==> src/rtl/syn_fft_twdl_ram_ctrl_if.sv <==
// Host local-bus and FFT-engine fetch signals of the twiddle RAM controller.
// The RAM controller itself uses the slave view. The host/engine side (or a
// testbench standing in for both) uses the master view.
interface syn_fft_twdl_ram_ctrl_if #(
    parameter int P_TWDL_W    = 10,
    parameter int P_ADDR_W    = 7,
    parameter int P_LB_DATA_W = 32
);
    // Host local bus
    logic                     lb_wr_en_i;
    logic                     lb_rd_en_i;
    logic [P_ADDR_W-1:0]      lb_addr_i;
    logic [P_LB_DATA_W-1:0]   lb_wr_data_i;
    logic                     lb_rd_valid_o;
    logic [P_LB_DATA_W-1:0]   lb_rd_data_o;
    logic                     lb_err_o;

    // Butterfly engine fetch port
    logic                     twdl_rd_en_i;
    logic [P_ADDR_W:0]        twdl_idx_i;
    logic                     twdl_rd_valid_o;
    logic [2*P_TWDL_W-1:0]    twdl_o;

    modport slave (
        input  lb_wr_en_i, lb_rd_en_i, lb_addr_i, lb_wr_data_i,
        input  twdl_rd_en_i, twdl_idx_i,
        output lb_rd_valid_o, lb_rd_data_o, lb_err_o,
        output twdl_rd_valid_o, twdl_o
    );

    modport master (
        output lb_wr_en_i, lb_rd_en_i, lb_addr_i, lb_wr_data_i,
        output twdl_rd_en_i, twdl_idx_i,
        input  lb_rd_valid_o, lb_rd_data_o, lb_err_o,
        input  twdl_rd_valid_o, twdl_o
    );
endinterface

==> src/rtl/syn_fft_twdl_ram_ctrl.sv <==
// Twiddle-factor RAM controller for fgyrus.
// CONFIG mode lets the host load and read back the table. NORMAL mode serves
// the FFT engine, which fetches {re,im} entries. For indices in the upper half
// of the range, the entry is rotated by -j. A mode FSM drains the shared
// two-stage read pipeline before the owner of the RAM changes.
module syn_fft_twdl_ram_ctrl #(
    parameter int P_TWDL_W    = 10,
    parameter int P_ADDR_W    = 7,
    parameter int P_LB_DATA_W = 32
) (
    input  logic                    clk_ir,
    input  logic                    rst_il,
    input  logic                    fgyrus_mode_i,
    output logic                    fgyrus_mode_o,
    syn_fft_twdl_ram_ctrl_if.slave  bus
);

    localparam int   DEPTH       = 2**P_ADDR_W;
    localparam int   ENT_W       = 2*P_TWDL_W;
    localparam int   RE_LSB      = 16;
    localparam logic MODE_NORMAL = 1'b0;
    localparam logic MODE_CONFIG = 1'b1;

    typedef enum logic [1:0] {
        NORMAL_S = 2'd0,
        CFG_S    = 2'd1,
        DRAIN_S  = 2'd2
    } state_t;

    // Saturating two's-complement negation: the most negative code maps to
    // the most positive one instead of wrapping onto itself.
    function automatic logic signed [P_TWDL_W-1:0] neg_sat(
        input logic signed [P_TWDL_W-1:0] v
    );
        logic signed [P_TWDL_W-1:0] min_v;
        logic signed [P_TWDL_W-1:0] max_v;
        min_v = {1'b1, {(P_TWDL_W-1){1'b0}}};
        max_v = {1'b0, {(P_TWDL_W-1){1'b1}}};
        if (v == min_v) begin
            return max_v;
        end
        return -v;
    endfunction

    // Multiply a stored {re,im} entry by -j when rot is set: (re + j*im)*(-j) = im - j*re.
    function automatic logic [ENT_W-1:0] rot_mj(
        input logic [ENT_W-1:0] ent,
        input logic             rot
    );
        logic signed [P_TWDL_W-1:0] re;
        logic signed [P_TWDL_W-1:0] im;
        re = ent[ENT_W-1:P_TWDL_W];
        im = ent[P_TWDL_W-1:0];
        if (rot) begin
            return {im, neg_sat(re)};
        end
        return {re, im};
    endfunction

    // Host readback packing: re at [RE_LSB +: W], im at [0 +: W], everything else zero.
    function automatic logic [P_LB_DATA_W-1:0] pack_lb(input logic [ENT_W-1:0] ent);
        logic [P_LB_DATA_W-1:0] w;
        w = '0;
        w[RE_LSB +: P_TWDL_W] = ent[ENT_W-1:P_TWDL_W];
        w[0 +: P_TWDL_W]      = ent[P_TWDL_W-1:0];
        return w;
    endfunction

    // Reset synchroniser: asserts asynchronously, releases on a clock edge.
    logic rst_meta_q;
    logic rst_n_q;

    // Two-flop release of the internal reset.
    always_ff @(posedge clk_ir or negedge rst_il) begin
        if (!rst_il) begin
            rst_meta_q <= 1'b0;
            rst_n_q    <= 1'b0;
        end else begin
            rst_meta_q <= 1'b1;
            rst_n_q    <= rst_meta_q;
        end
    end

    // Mode FSM state
    state_t state_q;
    logic   mode_q;
    logic   tgt_q;

    // Storage and read pipeline
    logic [ENT_W-1:0]       mem_q [DEPTH];
    logic [ENT_W-1:0]       ram_rd_p1_q;
    logic                   msb_p1_q,      msb_p1_d;
    logic                   eng_vld_p1_q,  eng_vld_p1_d;
    logic                   host_vld_p1_q, host_vld_p1_d;
    logic                   eng_vld_p2_q,  eng_vld_p2_d;
    logic                   host_vld_p2_q, host_vld_p2_d;
    logic                   lb_err_q,      lb_err_d;
    logic [ENT_W-1:0]       twdl_q,        twdl_d;
    logic [P_LB_DATA_W-1:0] lb_rd_data_q,  lb_rd_data_d;

    // Request decode
    logic                   host_cfg;
    logic                   eng_ok;
    logic                   mem_we;
    logic                   host_rd_acc;
    logic                   eng_rd_acc;
    logic                   rd_fire;
    logic [P_ADDR_W-1:0]    rd_addr;
    logic [ENT_W-1:0]       wr_entry;
    logic                   pipe_empty;
    logic                   wr_data_unused;

    // Decide which end owns the RAM this cycle and which strobes are honoured.
    always_comb begin
        host_cfg    = (state_q == CFG_S);
        eng_ok      = (state_q == NORMAL_S);
        mem_we      = host_cfg & bus.lb_wr_en_i;
        host_rd_acc = host_cfg & bus.lb_rd_en_i & ~bus.lb_wr_en_i;
        eng_rd_acc  = eng_ok & bus.twdl_rd_en_i;
        rd_fire     = host_rd_acc | eng_rd_acc;
        rd_addr     = host_cfg ? bus.lb_addr_i : bus.twdl_idx_i[P_ADDR_W-1:0];
        wr_entry    = {bus.lb_wr_data_i[RE_LSB +: P_TWDL_W], bus.lb_wr_data_i[0 +: P_TWDL_W]};
        pipe_empty  = ~(eng_vld_p1_q | eng_vld_p2_q | host_vld_p1_q | host_vld_p2_q);
        // Rejected: any strobe outside CFG_S, or a read colliding with a write.
        lb_err_d    = (bus.lb_wr_en_i | bus.lb_rd_en_i)
                    & (~host_cfg | (bus.lb_wr_en_i & bus.lb_rd_en_i));
    end

    // Only the documented re/im fields of the write word are stored.
    assign wr_data_unused = ^bus.lb_wr_data_i;

    // Next-state values of the read pipeline and of the held outputs.
    always_comb begin
        // stage 0 -> 1: accepted request, RAM address issued
        eng_vld_p1_d  = eng_rd_acc;
        host_vld_p1_d = host_rd_acc;
        msb_p1_d      = eng_rd_acc ? bus.twdl_idx_i[P_ADDR_W] : msb_p1_q;
        // stage 1 -> 2: RAM data formatted into the output registers
        eng_vld_p2_d  = eng_vld_p1_q;
        host_vld_p2_d = host_vld_p1_q;
        twdl_d        = twdl_q;
        lb_rd_data_d  = lb_rd_data_q;
        if (eng_vld_p1_q) begin
            twdl_d = rot_mj(ram_rd_p1_q, msb_p1_q);
        end
        if (host_vld_p1_q) begin
            lb_rd_data_d = pack_lb(ram_rd_p1_q);
        end
    end

    // Mode FSM: on a mode request, drain the read pipeline, then hand the RAM over.
    always_ff @(posedge clk_ir or negedge rst_n_q) begin
        if (!rst_n_q) begin
            state_q <= NORMAL_S;
            mode_q  <= MODE_NORMAL;
            tgt_q   <= MODE_NORMAL;
        end else begin
            case (state_q)
                NORMAL_S, CFG_S: begin
                    if (fgyrus_mode_i != mode_q) begin
                        tgt_q   <= fgyrus_mode_i;
                        state_q <= DRAIN_S;
                    end
                end
                DRAIN_S: begin
                    if (pipe_empty) begin
                        state_q <= (tgt_q == MODE_CONFIG) ? CFG_S : NORMAL_S;
                        mode_q  <= tgt_q;
                    end
                end
                default: begin
                    state_q <= NORMAL_S;
                    mode_q  <= MODE_NORMAL;
                end
            endcase
        end
    end

    // Twiddle storage with one write port and one registered read port (stage 1 data).
    always_ff @(posedge clk_ir) begin
        if (mem_we) begin
            mem_q[bus.lb_addr_i] <= wr_entry;
        end
        if (rd_fire) begin
            ram_rd_p1_q <= mem_q[rd_addr];
        end
        msb_p1_q <= msb_p1_d;
    end

    // Valid/error flags and the output registers, which are cleared on reset.
    always_ff @(posedge clk_ir or negedge rst_n_q) begin
        if (!rst_n_q) begin
            eng_vld_p1_q  <= 1'b0;
            host_vld_p1_q <= 1'b0;
            eng_vld_p2_q  <= 1'b0;
            host_vld_p2_q <= 1'b0;
            lb_err_q      <= 1'b0;
            twdl_q        <= '0;
            lb_rd_data_q  <= '0;
        end else begin
            eng_vld_p1_q  <= eng_vld_p1_d;
            host_vld_p1_q <= host_vld_p1_d;
            eng_vld_p2_q  <= eng_vld_p2_d;
            host_vld_p2_q <= host_vld_p2_d;
            lb_err_q      <= lb_err_d;
            twdl_q        <= twdl_d;
            lb_rd_data_q  <= lb_rd_data_d;
        end
    end

    assign fgyrus_mode_o       = mode_q;
    assign bus.lb_rd_valid_o   = host_vld_p2_q;
    assign bus.lb_rd_data_o    = lb_rd_data_q;
    assign bus.lb_err_o        = lb_err_q;
    assign bus.twdl_rd_valid_o = eng_vld_p2_q;
    assign bus.twdl_o          = twdl_q;

endmodule
==> src/flat_wrapper.sv <==
// flat-port wrapper written by rule: the top's interface ports become plain ports
module syn_fft_twdl_ram_ctrl_flat 
#(
    parameter int P_TWDL_W    = 10,
    parameter int P_ADDR_W    = 7,
    parameter int P_LB_DATA_W = 32
)
  (clk_ir, rst_il, fgyrus_mode_i, fgyrus_mode_o, bus_lb_wr_en_i, bus_lb_rd_en_i, bus_lb_addr_i, bus_lb_wr_data_i, bus_twdl_rd_en_i, bus_twdl_idx_i, bus_lb_rd_valid_o, bus_lb_rd_data_o, bus_lb_err_o, bus_twdl_rd_valid_o, bus_twdl_o);
  syn_fft_twdl_ram_ctrl_if #(.P_TWDL_W(P_TWDL_W), .P_ADDR_W(P_ADDR_W), .P_LB_DATA_W(P_LB_DATA_W)) bus_i ();
  input  logic clk_ir;
  input  logic rst_il;
  input  logic fgyrus_mode_i;
  output logic fgyrus_mode_o;
  input wire logic [$bits(bus_i.lb_wr_en_i)-1:0] bus_lb_wr_en_i;
  input wire logic [$bits(bus_i.lb_rd_en_i)-1:0] bus_lb_rd_en_i;
  input wire logic [$bits(bus_i.lb_addr_i)-1:0] bus_lb_addr_i;
  input wire logic [$bits(bus_i.lb_wr_data_i)-1:0] bus_lb_wr_data_i;
  input wire logic [$bits(bus_i.twdl_rd_en_i)-1:0] bus_twdl_rd_en_i;
  input wire logic [$bits(bus_i.twdl_idx_i)-1:0] bus_twdl_idx_i;
  output wire logic [$bits(bus_i.lb_rd_valid_o)-1:0] bus_lb_rd_valid_o;
  output wire logic [$bits(bus_i.lb_rd_data_o)-1:0] bus_lb_rd_data_o;
  output wire logic [$bits(bus_i.lb_err_o)-1:0] bus_lb_err_o;
  output wire logic [$bits(bus_i.twdl_rd_valid_o)-1:0] bus_twdl_rd_valid_o;
  output wire logic [$bits(bus_i.twdl_o)-1:0] bus_twdl_o;
  assign bus_i.lb_wr_en_i = bus_lb_wr_en_i;
  assign bus_i.lb_rd_en_i = bus_lb_rd_en_i;
  assign bus_i.lb_addr_i = bus_lb_addr_i;
  assign bus_i.lb_wr_data_i = bus_lb_wr_data_i;
  assign bus_i.twdl_rd_en_i = bus_twdl_rd_en_i;
  assign bus_i.twdl_idx_i = bus_twdl_idx_i;
  assign bus_lb_rd_valid_o = bus_i.lb_rd_valid_o;
  assign bus_lb_rd_data_o = bus_i.lb_rd_data_o;
  assign bus_lb_err_o = bus_i.lb_err_o;
  assign bus_twdl_rd_valid_o = bus_i.twdl_rd_valid_o;
  assign bus_twdl_o = bus_i.twdl_o;
  syn_fft_twdl_ram_ctrl #(.P_TWDL_W(P_TWDL_W), .P_ADDR_W(P_ADDR_W), .P_LB_DATA_W(P_LB_DATA_W)) u_core (.clk_ir(clk_ir), .rst_il(rst_il), .fgyrus_mode_i(fgyrus_mode_i), .fgyrus_mode_o(fgyrus_mode_o), .bus(bus_i));
endmodule
==> config.mk <==
export PLATFORM = sky130hd
export DESIGN_NAME = syn_fft_twdl_ram_ctrl_flat
export DESIGN_NICKNAME = d
export VERILOG_FILES = /design/src/rtl/syn_fft_twdl_ram_ctrl_if.sv /design/src/rtl/syn_fft_twdl_ram_ctrl.sv /design/src/flat_wrapper.sv
export SDC_FILE = /design/constraint.sdc
export NUM_CORES = 2
export LEC_CHECK = 0
export ABC_AREA = 1
export CORE_ASPECT_RATIO = 2
export CORE_MARGIN = 1
export CORE_UTILIZATION = 35
export DETAILED_ROUTE_END_ITERATION = 10
export PLACE_DENSITY = 0.46
export SYNTH_ARGS = -nofsm -noshare
export SYNTH_HDL_FRONTEND = slang
export SYNTH_SLANG_ARGS = --single-unit
==> constraint.sdc <==
create_clock -name clk_ir -period 1.9 [get_ports clk_ir]
set_input_delay 0.19 -clock clk_ir [delete_from_list [all_inputs] [get_ports clk_ir]]
set_output_delay 0.19 -clock clk_ir [all_outputs]
set_load 0.01 [all_outputs]
* After elaboration in Yosys (flattened, before gate mapping)
Memories as Yosys holds them, arrays and structs flattened. A register that Yosys moved wholly into a read port is not among the register bits.
Index checks and enable logic that the tools add are counted.
** Cells by class
- Add/sub/neg operators :: 1
- Equality and inequality tests :: 6
- Muxes and demuxes :: 18
- Bitwise gates (word level) :: 15
- Reductions and logical operators :: 5
** Operator list (number)
- 2-to-1 mux 20 bit :: 2
- 2-to-1 mux 10 bit :: 2
- == test 10 bit (second input constant) :: 1
- negator 10 bit :: 1
- 2-to-1 mux 1 bit :: 9
- 2-to-1 mux 7 bit :: 1
- AND 1 bit :: 6
- OR 1 bit :: 6
- AND reduction 2 bit :: 3
- 2-to-1 mux 2 bit :: 2
- one-hot mux 2 bit (2 select lines) :: 1
- inverter 1 bit :: 3
- == test 2 x 1 -> 1 bit (second input constant) :: 1
- == test 2 bit (second input constant) :: 1
- logical NOT 2 bit :: 1
- != test 2 x 1 -> 1 bit (second input constant) :: 1
- != test 2 bit (second input constant) :: 1
- one-hot mux 1 bit (2 select lines) :: 1
- OR reduction 2 bit :: 1
- != test 1 bit :: 1
** Storage, ports and cells
- Register bits after elaboration :: 52
- Memory bits (writable) :: 2560
- Logic and storage cells :: 59
- Memories :: 1
** Memories
- u_core.mem_q :: depth 128, bits a word 20, read ports 1, clocked after Yosys merged registers in 1, wr ports 1, line syn_fft_twdl_ram_ctrl.sv:90 : logic [ENT_W-1:0] mem_q [DEPTH];

* Longest topological paths before layout
- Depth in word-level cells :: 7
- Mapped depth :: 16

* Worst setup path before layout
Ideal clock, no wire load.
- Path kind :: flip-flop to flip-flop
- From :: register u_core.state_q[1]
- To :: memory u_core.mem_q[100][0] in the netlist's numbering (enable)
- Arrival :: 2517 ps
- Data required time :: 1503 ps
- Path slack :: -1013 ps
- Stages on the path, launching flop included :: 9
- Path buffers :: 3
- Path through :: dfrtp_1 inv_2 nand2_1 buf_4 buf_2 nor2_1 nand4_1 buf_2 nor2_1
** On the way
- Word-level cells in the longest chain between the ends :: 4
** RTL lines
- from (decl) :: line syn_fft_twdl_ram_ctrl.sv:85 : state_t state_q;
- from (signal assigned) :: line syn_fft_twdl_ram_ctrl.sv:167 : state_q <= (tgt_q == MODE_CONFIG) ? CFG_S : NORMAL_S;
- == test 2 x 1 -> 1 bit :: line syn_fft_twdl_ram_ctrl.sv:115 : host_cfg = (state_q == CFG_S);
- AND 1 bit :: line syn_fft_twdl_ram_ctrl.sv:117 : mem_we = host_cfg & bus.lb_wr_en_i;
- 2-to-1 mux 1 bit :: line syn_fft_twdl_ram_ctrl.sv:181 : if (mem_we) begin
- 2-to-1 mux 1 bit (not written as such) :: line syn_fft_twdl_ram_ctrl.sv:182 : mem_q[bus.lb_addr_i] <= wr_entry;
- to (decl) :: line syn_fft_twdl_ram_ctrl.sv:90
Every way passes these cells.

* Worst setup path in the final report
- From :: register u_core.state_q[1]
- To :: register u_core.ram_rd_p1_q[6], read port of u_core.mem_q, data pin
** On the way
- Word-level cells in the longest chain between the ends :: 4
** RTL lines
- == test 2 x 1 -> 1 bit :: line syn_fft_twdl_ram_ctrl.sv:115
- AND 1 bit (2 in a row) :: line syn_fft_twdl_ram_ctrl.sv:118 : host_rd_acc = host_cfg & bus.lb_rd_en_i & ~bus.lb_wr_en_i;
- OR 1 bit :: line syn_fft_twdl_ram_ctrl.sv:120 : rd_fire = host_rd_acc | eng_rd_acc;
- to (decl) :: line syn_fft_twdl_ram_ctrl.sv:91 : logic [ENT_W-1:0] ram_rd_p1_q;
Several ways; a longest one is shown, not always the timed one.
A chain may end at the register's enable or synchronous reset.

==> metrics.log <==
INFO  metric cp_max_fo = 25
INFO  metric cp_slowest_stage_delay = 0.41 ns
INFO  metric synth.top_cells.by_area = sky130_fd_sc_hd__edfxtp_1 (73%), sky130_fd_sc_hd__nand3_1 (13%), sky130_fd_sc_hd__nand2_1 (8.8%)
INFO  metric final_critical_path_setup_slack = -1.21 ns
INFO  metric hold_violations = 0
INFO  metric synthToLayoutAreaGrowth = 24.1%
INFO  metric fin_hold_ws = 0.103 ns
INFO  metric power_leakage = 0.0463 µW
INFO  metric clock_sinks = 2,632
INFO  metric preCtsSetupSlack = -2.08 ns
INFO  metric power_per_cell_area = 1150 mW/mm²
INFO  metric yosysWarnings = 0
INFO  metric worst_ir_drop_vdd = 0.802 mV
INFO  metric wl_per_cell = 29.2 µm
INFO  metric vias = 73.2k
INFO  metric critical_path.endpoint_type = register
INFO  metric synth_edf_count = 2,581
INFO  metric detail_route.drc_violations = 0
INFO  metric detailed_place_hpwl = 248,000 µm
INFO  metric cts.htree.levels = 4
INFO  metric die_w = 391 µm
INFO  metric floorplan.rows = 285
INFO  metric netlist_instances = 8,690
INFO  metric globalRouteTotalUtil = 25.0%
INFO  metric async_reset_ff_share = 1.94%
INFO  metric setup_viol_count_final = 2,633
INFO  metric path_cells = inv_4, nand2_8, buf_16, buf_4, o21ai_4, buf_12, inv_8, buf_12, buf_12, buf_12, nand3_1, nand3_2, nand3_4, nand3_2, nand3_4, nand2_1
INFO  metric timing.hold.worst.class = in2reg
INFO  metric yosys_most_used_dff = sky130_fd_sc_hd__edfxtp_1
INFO  metric num-nets-final = 9,409
INFO  metric pin_count_of_the_biggest_net_entering_global_routing = 88
INFO  metric coreArea = 0.301 mm²
INFO  metric die-area = 0.305 mm²
INFO  metric slew-limit-headroom = 25.7%
INFO  metric critical_setup_path_kind = reg2reg
INFO  metric antenna_violations_before_repair = 8
INFO  metric cp_slowest_cell = sky130_fd_sc_hd__dfrtp_1
INFO  metric outcome = finished, violations left
INFO  metric synth_top_area_share = 73.1%
INFO  metric most_common_cell_after_layout_fill_and_taps_aside = sky130_fd_sc_hd__edfxtp_1
INFO  metric clkLatencyLatePin = 0.92 ns
INFO  metric critPathMostFrequentCell = sky130_fd_sc_hd__buf_12
INFO  metric timing.clock.skew = 0.0706 ns
INFO  metric final_period_util = 164%
INFO  metric routed_wire_length = 397,000 µm
INFO  metric maxCapViolCount = 0
INFO  metric report.final.slew_viol_count = 0
INFO  metric drtIter0Drc = 7,132
INFO  metric final_cell_count_no_fill = 13.6k
INFO  metric highest_attainable_clock_frequency = 321 MHz
INFO  metric arr_time_crit_path = 3.76 ns
INFO  metric violated_checks = negative setup slack
INFO  metric final_core_util = 43.7%
INFO  metric buffer_ports.inserted = 84
INFO  metric globalplace.congestion = 0.900
INFO  metric clock_path_buffers = 4
INFO  metric grt_pass1_vias = 72.5k
INFO  metric clkTransAtPathRegs = 0.07 ns
INFO  metric cp-start-kind = register
INFO  metric fillCellCount = 27.5k
INFO  metric cts_tree = yes
INFO  metric cp_data_required_time = 2.54 ns
INFO  metric yosysTopAreaCell = sky130_fd_sc_hd__edfxtp_1
INFO  metric mostFrequentLayoutCells = sky130_fd_sc_hd__edfxtp_1 (2,581), sky130_fd_sc_hd__nand2_1 (2,474), sky130_fd_sc_hd__nand3_1 (2,453), sky130_fd_sc_hd__buf_4 (439), sky130_fd_sc_hd__buf_12 (341)
INFO  metric synth.ff_latch_count = 2,632
INFO  metric worst-slew-pin-transition = 1.11 ns
INFO  metric r2r_slack = -1.21 ns
INFO  metric cts.root.buffer_cell = sky130_fd_sc_hd__clkbuf_16
INFO  metric grt_setup_unrepaired = yes
INFO  metric shortest_clock_period_the_worst_path_allows_after_layout = 3.11 ns
INFO  metric final_layout_size_suffix_gt1_share = 17.2%
INFO  metric io_pins = 109
INFO  metric synth-seq-area-share = 74.3%
INFO  metric globalRoute.totalOverflow = 0
INFO  metric syn-cell-area = 0.106 mm²
INFO  metric placed_cells = 13.0k
INFO  metric dr.pass1.iters = 6
INFO  metric synth.avg_cell_area = 12.2 µm²
INFO  metric post_synth_num_cell_types = 29
INFO  metric grt_pass1_wl = 545,000 µm
INFO  metric die_height = 780 µm
INFO  metric postRouteAntennaNets = 0
INFO  metric numCtsBuffers = 233
INFO  metric route.detailed.vias_per_inst = 5.40
INFO  metric initial_utilization = 35.2%
## area by class of cell
class	count	area [µm²]	share of cell area (%)
Antenna cell	4	10.0	0.00761
Sequential cell	2632	78800	59.9
Multi-Input combinational cell	5431	26100	19.8
Tap cell	4018	5030	3.82
Clock buffer	294	6160	4.68
Inverter	33	140	0.107
Clock inverter	123	1120	0.852
Timing Repair Buffer	1024	14300	10.8
## sequential cells by signal, summed over array words and instances (netlist names), 2 cells and up
register	count
u_core.mem_q	2560
u_core.bus.lb_rd_data_o	20
u_core.bus.twdl_o	20
u_core.ram_rd_p1_q	20
u_core.state_q	2
## per-stage QoR
step	TNS, ns	instance area [µm²]	power [µW]
after floorplan	-1707.83	106000	81500
after global placement	-1860.92	120000	100000
after detailed placement	-1857.57	120000	101000
after CTS	-1828.84	129000	150000
after global routing	-2460.49	132000	156000
final	-2424.90	132000	152000
## final timing paths
kind / cells past startpoint / from / end
max: 16 / u_core.state_q[1]$_DFFE_PN0P_ / u_core.ram_rd_p1_q[6]$_DFFE_PP_
min: 2 / bus_lb_wr_data_i[8] / u_core.mem_q[17][8]$_DFFE_PP_
max reg2reg: 16 / u_core.state_q[1]$_DFFE_PN0P_ / u_core.ram_rd_p1_q[6]$_DFFE_PP_
min reg2reg: 0 / u_core.rst_n_q$_DFF_PN0_ / u_core.bus.twdl_o[13]$_DFFE_PN0P_
max in group asynchronous: 1 / u_core.rst_n_q$_DFF_PN0_ / u_core.bus.lb_rd_data_o[22]$_DFFE_PN0P_
min in group asynchronous: 0 / u_core.rst_n_q$_DFF_PN0_ / u_core.bus.twdl_o[13]$_DFFE_PN0P_
## worst max-delay path, delay by kind of cell (launching register included)
kind / cells / cell delay [ns]
simple gates: 7 / 0.91
buf+inv: 8 / 1.21
compound gates: 1 / 0.21
flops: 1 / 0.41
## synthesized netlist by cell type, types with 2 or more instances
master	n
sky130_fd_sc_hd__nor2_1	159
sky130_fd_sc_hd__o21ai_2	3
sky130_fd_sc_hd__nand2_2	3
sky130_fd_sc_hd__nand2_1	2478
sky130_fd_sc_hd__conb_1	2
sky130_fd_sc_hd__inv_1	28
sky130_fd_sc_hd__buf_4	71
sky130_fd_sc_hd__buf_6	11
sky130_fd_sc_hd__dfrtp_1	51
sky130_fd_sc_hd__nor4_1	2
sky130_fd_sc_hd__o21ai_0	27
sky130_fd_sc_hd__o21ai_1	4
sky130_fd_sc_hd__buf_2	369
sky130_fd_sc_hd__buf_1	24
sky130_fd_sc_hd__nor3_1	3
sky130_fd_sc_hd__inv_2	5
sky130_fd_sc_hd__mux2_2	13
sky130_fd_sc_hd__nand3_1	2685
sky130_fd_sc_hd__nand4_1	9
sky130_fd_sc_hd__a21oi_1	13
sky130_fd_sc_hd__xor2_1	5
sky130_fd_sc_hd__clkbuf_1	130
sky130_fd_sc_hd__o221ai_1	8
sky130_fd_sc_hd__edfxtp_1	2581
sky130_fd_sc_hd__xnor2_1	2
## layer usage
layer / global-route usage [%] / part of all wire, %
met1: 27.6 / 35
met2: 45.3 / 53
met3: 2.35 / 4.8
met5: 0 / 0.0071
met4: 16.8 / 7.3
## where the power goes
part	switching [µW]	leakage, µW	internal [µW]	total (µW)
Clock	21700	0.00356	25700	47400
Combinational	24500	0.0189	14300	38800
Sequential	1140	0.0238	64500	65600
## repair_timing
action,in CTS,in global routing
buffers inserted,27,27
cloned,22,33
endpoints found under the setup margin,2633,2642
resized for setup,169,286
hold endpoints to repair,1969,0
hold buffers,28,0
pin swaps,3,42
## logic make-up (layout without fill, tap and decap cells)
group	Yosys count	after routing	synth area share [%]
mux	13	13	0.138
xor+xnor	7	7	0.0578
fa+ha+maj	1	1	0.0118
compound gates	56	56	0.305
simple gates	5341	5341	22.1
other cells	2	17	0.00709
buf+inv	638	1474	3.02
flops	2632	2632	74.3
No activity file was read; power rests on OpenSTA's default activity.
